**src/rtl/uart_tx_fifo_drain.sv**
```systemverilog
// uart_tx_fifo_drain: 8N1/8N2 UART transmitter draining a FWFT TX FIFO; define UART_TX_PARITY_EN for 8E/8O
module uart_tx_fifo_drain #(
  parameter int CLKS_PER_BIT = 1085,
  parameter int STOP_BITS = 1,
  parameter int PARITY_ODD = 0
) (
  input  logic       clk,
  input  logic       rst,
  input  logic       fifo_empty,
  input  logic [7:0] fifo_rd_data,
  output logic       fifo_rd_en,
  input  logic       tx_enable,
  input  logic       cts_n,
  output logic       uart_tx,
  output logic       tx_busy,
  output logic       frame_done
);
  localparam int CW = $clog2(CLKS_PER_BIT);
  localparam logic [CW-1:0] CNT_LAST = CW'(CLKS_PER_BIT - 1);
  localparam logic [CW-1:0] CNT_PRE = CW'(CLKS_PER_BIT - 2);
  localparam logic [2:0] STOP_LAST = 3'(STOP_BITS - 1);
  if (CLKS_PER_BIT < 2 || STOP_BITS < 1 || STOP_BITS > 2 || PARITY_ODD < 0 || PARITY_ODD > 1) begin : g_bad_cfg
    $error("uart_tx_fifo_drain: illegal parameter combination");
  end
  typedef enum logic [2:0] {
    IDLE,
    START,
    DATA,
`ifdef UART_TX_PARITY_EN
    PARITY,
`endif
    STOP
  } state_t;
  state_t state;
  logic [CW-1:0] cnt;
  logic [2:0] idx;
  logic [7:0] sh;
`ifdef UART_TX_PARITY_EN
  logic par;
`endif
  logic bit_end;
  logic last_stop;
  // launch is only considered when idle or in the very last stop-bit cycle, so frames never get cut short
  always_comb begin
    bit_end = cnt == CNT_LAST;
    last_stop = state == STOP && idx == STOP_LAST && bit_end;
    fifo_rd_en = !rst && tx_enable && !fifo_empty && !cts_n && (state == IDLE || last_stop);
  end
  // frame sequencer with registered line, busy and done outputs
  always_ff @(posedge clk) begin
    if (rst) begin
      state <= IDLE;
      cnt <= '0;
      idx <= '0;
      sh <= '0;
      uart_tx <= 1'b1;
      tx_busy <= 1'b0;
      frame_done <= 1'b0;
`ifdef UART_TX_PARITY_EN
      par <= 1'b0;
`endif
    end else begin
      frame_done <= state == STOP && idx == STOP_LAST && cnt == CNT_PRE;
      if (fifo_rd_en) begin
        state <= START;
        cnt <= '0;
        idx <= '0;
        sh <= fifo_rd_data;
        uart_tx <= 1'b0;
        tx_busy <= 1'b1;
`ifdef UART_TX_PARITY_EN
        par <= ^fifo_rd_data ^ 1'(PARITY_ODD);
`endif
      end else if (state != IDLE) begin
        cnt <= bit_end ? '0 : cnt + CW'(1);
        if (bit_end) begin
          case (state)
            START: begin
              state <= DATA;
              uart_tx <= sh[0];
            end
            DATA: begin
              if (idx == 3'd7) begin
                idx <= '0;
`ifdef UART_TX_PARITY_EN
                state <= PARITY;
                uart_tx <= par;
`else
                state <= STOP;
                uart_tx <= 1'b1;
`endif
              end else begin
                idx <= idx + 3'd1;
                sh <= sh >> 1;
                uart_tx <= sh[1];
              end
            end
`ifdef UART_TX_PARITY_EN
            PARITY: begin
              state <= STOP;
              uart_tx <= 1'b1;
            end
`endif
            STOP: begin
              if (idx == STOP_LAST) begin
                state <= IDLE;
                idx <= '0;
                tx_busy <= 1'b0;
              end else begin
                idx <= idx + 3'd1;
              end
            end
            default: state <= IDLE;
          endcase
        end
      end
    end
  end
endmodule

```
**config.mk**
```make
export PLATFORM = sky130hd
export DESIGN_NAME = uart_tx_fifo_drain
export DESIGN_NICKNAME = d
export VERILOG_FILES = /design/src/rtl/uart_tx_fifo_drain.sv
export SDC_FILE = /design/constraint.sdc
export NUM_CORES = 1
export LEC_CHECK = 0
export BUFFER_PORTS_ARGS = -buffer_cell sky130_fd_sc_hd__buf_2
export CORE_ASPECT_RATIO = 0.6
export CORE_MARGIN = 8
export CORE_UTILIZATION = 55
export CTS_BUF_LIST = sky130_fd_sc_hd__clkbuf_8
export DETAILED_ROUTE_END_ITERATION = 10
export GPL_TIMING_DRIVEN = 1
export PLACE_DENSITY = 0.82
export SLEW_MARGIN = 0
export SYNTH_ARGS = -nofsm -noshare
export SYNTH_HDL_FRONTEND = slang
export SYNTH_SLANG_ARGS = --single-unit
```
**constraint.sdc**
```tcl
create_clock -name clk -period 2.03 [get_ports clk]
set_input_delay 0.203 -clock clk [delete_from_list [all_inputs] [get_ports clk]]
set_output_delay 0.203 -clock clk [all_outputs]
set_load 0.1 [all_outputs]
```
* Yosys cells after proc, flatten, opt, wreduce, memory -nomap -nowiden *
Index checks and enable logic that the tools add are counted.

operators by class
  reduce and logical (&&, ||, !) cells = 28
  add/sub/neg operators = 2
  mux-type cells = 25
  equal/unequal tests = 11

operators with widths
  cell                                                                      number
  8-bit 2-to-1 mux                                                          5
  11-bit equality test (second input constant)                              2
  4-bit AND reduction                                                       4
  1-bit 2-to-1 mux                                                          12
  3-bit 2-to-1 mux                                                          4
  2-bit nonzero test                                                        6
  11-bit by 1-bit adder with 11-bit output (second input constant)          1
  11-bit 2-to-1 mux                                                         1
  3-bit one-hot mux with 3 select lines                                     1
  1-bit logical AND                                                         7
  3-bit by 2-bit equality test with 1-bit output (second input constant)    2
  3-bit zero test                                                           2
  3-bit one-hot mux with 2 select lines                                     1
  3-bit AND reduction                                                       2
  3-bit nonzero test                                                        2
  2-bit inequality test (second input constant)                             2
  3-bit by 1-bit adder with 3-bit output (second input constant)            1
  3-bit by 1-bit equality test with 1-bit output (second input constant)    1
  3-bit equality test (second input constant)                               1
  1-bit zero test                                                           3
  3-bit by 2-bit inequality test with 1-bit output (second input constant)  1
  3-bit inequality test (second input constant)                             1
  2-bit by 1-bit inequality test with 1-bit output (second input constant)  1
  1-bit one-hot mux with 2 select lines                                     1
  2 further kinds                                                           2

word-level totals
  register bits = 28
  bits of input ports = 13

* Longest topological paths before layout *
  depth after elaboration = 7
  gate-level depth with buffers = 9
  gate-level depth less buffers = 7

* Worst setup path after synthesis *
No wires, ideal clock.

  path type = register to register
  from = register cnt[4]
  to = register sh[5]
  path slack = 0.164 ns
  path buffers = 2
  setup time = 0.101 ns
  data arrival time = 1.765 ns
  cell stages (with the launch flop) = 8
  required time = 1.929 ns
  cells stage by stage = dfxtp_1 or3b_1 nor4_1 o21a_1 buf_6 buf_4 nand2_1 o41ai_1

between the ends
  word-level cells in the longest chain between the ends = 6
  elaborated cells between the ends (all ways) = 10

RTL lines
  element                                                                line  text
  start, declared                                                        35    logic [CW-1:0] cnt;
  start signal, assigned                                                 75    cnt <= bit_end ? '0 : cnt + CW'(1);
  11-bit equality test *                                                 45    bit_end = cnt == CNT_LAST;
  1-bit logical AND *                                                    46    last_stop = state == STOP && idx == STOP_LAST && bit_end;
  1-bit logical OR *                                                     47    fifo_rd_en = !rst && tx_enable && !fifo_empty && !cts_n && (state == IDLE || last_stop);
  1-bit logical AND *                                                    47
  named net fifo_rd_en                                                   11    output logic fifo_rd_en,
  2-bit inequality test (no line) or 2-bit nonzero test (tied branches)  n/a
  4-bit AND reduction (no line)                                          n/a
  end signal, assigned                                                   68    sh <= fifo_rd_data;
  end signal, assigned                                                   94    sh <= sh >> 1;
  end, declared                                                          37    logic [7:0] sh;

The timed path passes the listed nets; every way through them passes the cells marked *.
A chain may end at the register's enable or synchronous reset.

* Worst setup path after layout *
  from = register cnt[9]
  to = output port fifo_rd_en

between the ends
  word-level cells in the longest chain between the ends = 4

RTL lines
  element               line
  11-bit equality test  45
  1-bit logical AND     46
  1-bit logical OR      47
  1-bit logical AND     47
  end, declared         11

No other way between the ends.

==> reports/qor.csv <==
metric,value,unit
rr_endpoint,sh[7],
stdcell_count,235,
die-area,4710,sq um
synth_seq_cells,27,
max-cap-violations,0,
worstPathRequired,1830,ps
antennaDiodeCount,0,
synth.distinct_cells,45,
fin_util,73.8,%
setup_ws,33.0,ps
min_delay_path_depth,3,
routabilityCongestion,0.845,
finalCriticalPeriod,2000,ps
setup.worst_path.class,reg2out,
reg2reg_from,state[0],
fmax,501,MHz
hold_class,in2reg,
via_count,1446,
place_hpwl,2790,um
synthArstFlopShare,0,%
synth_edf_count,0,
core,2540,sq um
cts_hold_buf,0,
grt_pass1_wl,6560,um
postPlaceCellArea,1670,sq um
crit_chain,or3b_4 > nor4_4 > o21a_2 > buf_12 > buf_12,
fin_area,1880,sq um
insertion_delay,270,ps
rows,14,
grtUsageTotal,16.7,%
dieWidth,83.4,um
grt_max_degree,20,
syn_to_final_growth,25.1,%
ys_warn_count,0,
drc,0,
synth.avg_cell_area,8.42,sq um
drive_above_1_share,29.1,%
first_iter_violations,145,
cts.sinks,27,
max-slew-margin-rel,57.0,%
cp.arrival,1790,ps
wl,4120,um
endpoint_kind,output port,
path_buf_inv,2,
clk_path_buf_depth,2,
timing.final.crit_share,98.4,%
drv_slew,0,
placedCellCount,226,
path_clk_slew,90,ps
finalSetupTns,0,ps
setup-violations-final,0,
worstPathMaxFanout,4,
gr-total-overflow,0,
leakage,0.750,nW
die_h,56.4,um
reg2regPathDepth,7,
cts_root_buffer,clkbuf_8,
holdWs,122,ps
cpPeakStageDelay,400,ps
final_cell_mix,"dfxtp_1 (21), nor2_1 (20), nand2_1 (16)",
synth_fp_nets,201,
final_common_cell,dfxtp_1,
vias_per_cell,6.15,
fin_total_pwr,0.941,mW
fin_worst_skew,3.30,ps
ys_seq_area_share,36.1,%
p_per_area,502,nW/um^2
ant_nets,0,
antenna_found_initial,0,
crit_top_cell,buf_12,
synthFlopType,dfxtp_1,
slowest_stage,or3b_4,
crit_family,simple AND/OR/NAND/NOR gates,
port_buffers,16,
status,finished clean,
rsz0062_at_grt,yes,
syn_area,1500,sq um
h-tree-depth,1,
place_ws,104,ps
cts_buffers,3,
worstMarginPinSlew,635,ps
hold_end,sh[3],
syn_inst,178,
nets,227,
io_pins,17,
wire_per_inst,17.5,um
hold_violations,0,
hp-start,fifo_rd_data[3],
initial_utilization,59.0,%
rrSetupSlack,80,ps
grt_pass1_vias,1431,
worst_ir_drop_vdd,0.352,mV
cts_tree,done,
firstDrtPassIters,5,
cp-start-kind,register,
## per-layer routing
| layer | global-route usage (%) | routed length [um] | part of all wire (%) | vias up |
|---|---|---|---|---|
| met5 | 0 | 0 | 0 | - |
| met4 | 8.96 | 198 | 4.8 | 0 |
| li1 | - | - | - | 685 |
| met2 | 28.6 | 1930 | 47 | 57 |
| met3 | 4.17 | 206 | 5.0 | 22 |
| met1 | 18.7 | 1790 | 43 | 682 |
## final cells by class
class	count	area, sq um
clock inverter	1	5.00
multi-input combinational	133	957
sequential	27	548
tap	32	40.0
fill	190	664
timing repair buffer	30	250
clock buffer	3	41.3
inverter	9	33.8
## state kept, by name, indices dropped and copies added, names as in the netlist
| signal | cells |
|---|---|
| idx | 3 |
| sh | 8 |
| tx_busy | 1 |
| uart_tx | 1 |
| cnt | 11 |
| state | 2 |
| frame_done | 1 |
## worst reg2reg max path, stage by stage, from the launching register on
cell	delay, ps
dfxtp_2	350
inv_1	90
ha_1	240
buf_4	180
o21a_2	250
buf_4	140
bufbuf_16	270
o41ai_2	320
## power by group
part           internal [mW]  total, mW  leakage [nW]  switching (mW)
Combinational         0.0368     0.0877         0.503          0.0509
Sequential             0.538      0.545         0.221         0.00644
Clock                  0.138      0.308        0.0255           0.171
## worst max-delay path by stage
stage                            end      from  slack, ps  cells after the start
after floorplan                sh[5]    cnt[4]        160                      7
after global placement    fifo_rd_en    cnt[8]        190                      5
after detailed placement       sh[5]  state[0]        100                      7
after CTS                      sh[7]    cnt[0]          2                      8
after global routing      fifo_rd_en    cnt[8]        -40                      5
final                     fifo_rd_en    cnt[9]         30                      5
## cell usage after synthesis (2+ instances only)
library cell	number	share of area [%]
xor2_1	4	2.3
o41ai_1	8	4.7
inv_1	9	2.3
dfxtp_1	27	36
nor3b_1	2	1.0
nand2b_1	2	0.83
nor3_1	6	2.0
clkbuf_1	5	1.3
and2_1	2	0.83
nor2_1	20	5.0
or3b_2	2	1.2
nand3b_1	2	1.0
xnor2_1	4	2.3
a21oi_1	10	3.3
nand2_1	16	4.0
nand3_1	7	2.3
nor4_1	7	2.9
o21ai_0	8	2.7
buf_4	2	1.0
ha_1	10	8.3
## cells by family (layout without fill, tap and decap cells)
logic type	after synthesis	after routing	synth area share [%]
AOI/OAI and AO/OA	36	36	16.1
and+or+nand+nor	79	79	28.5
adders and majority gates	10	10	8.35
xor gates and xnor gates	8	8	4.67
buffers and inverters	18	43	6.26
DFF	27	27	36.1
## what timing repair did
item,CTS,global route
buffers inserted,4,0
resized for setup,8,12
gates cloned,1,0
setup endpoints to repair,1,13
pin swaps,1,1
Power figures use the tool's default switching activity.
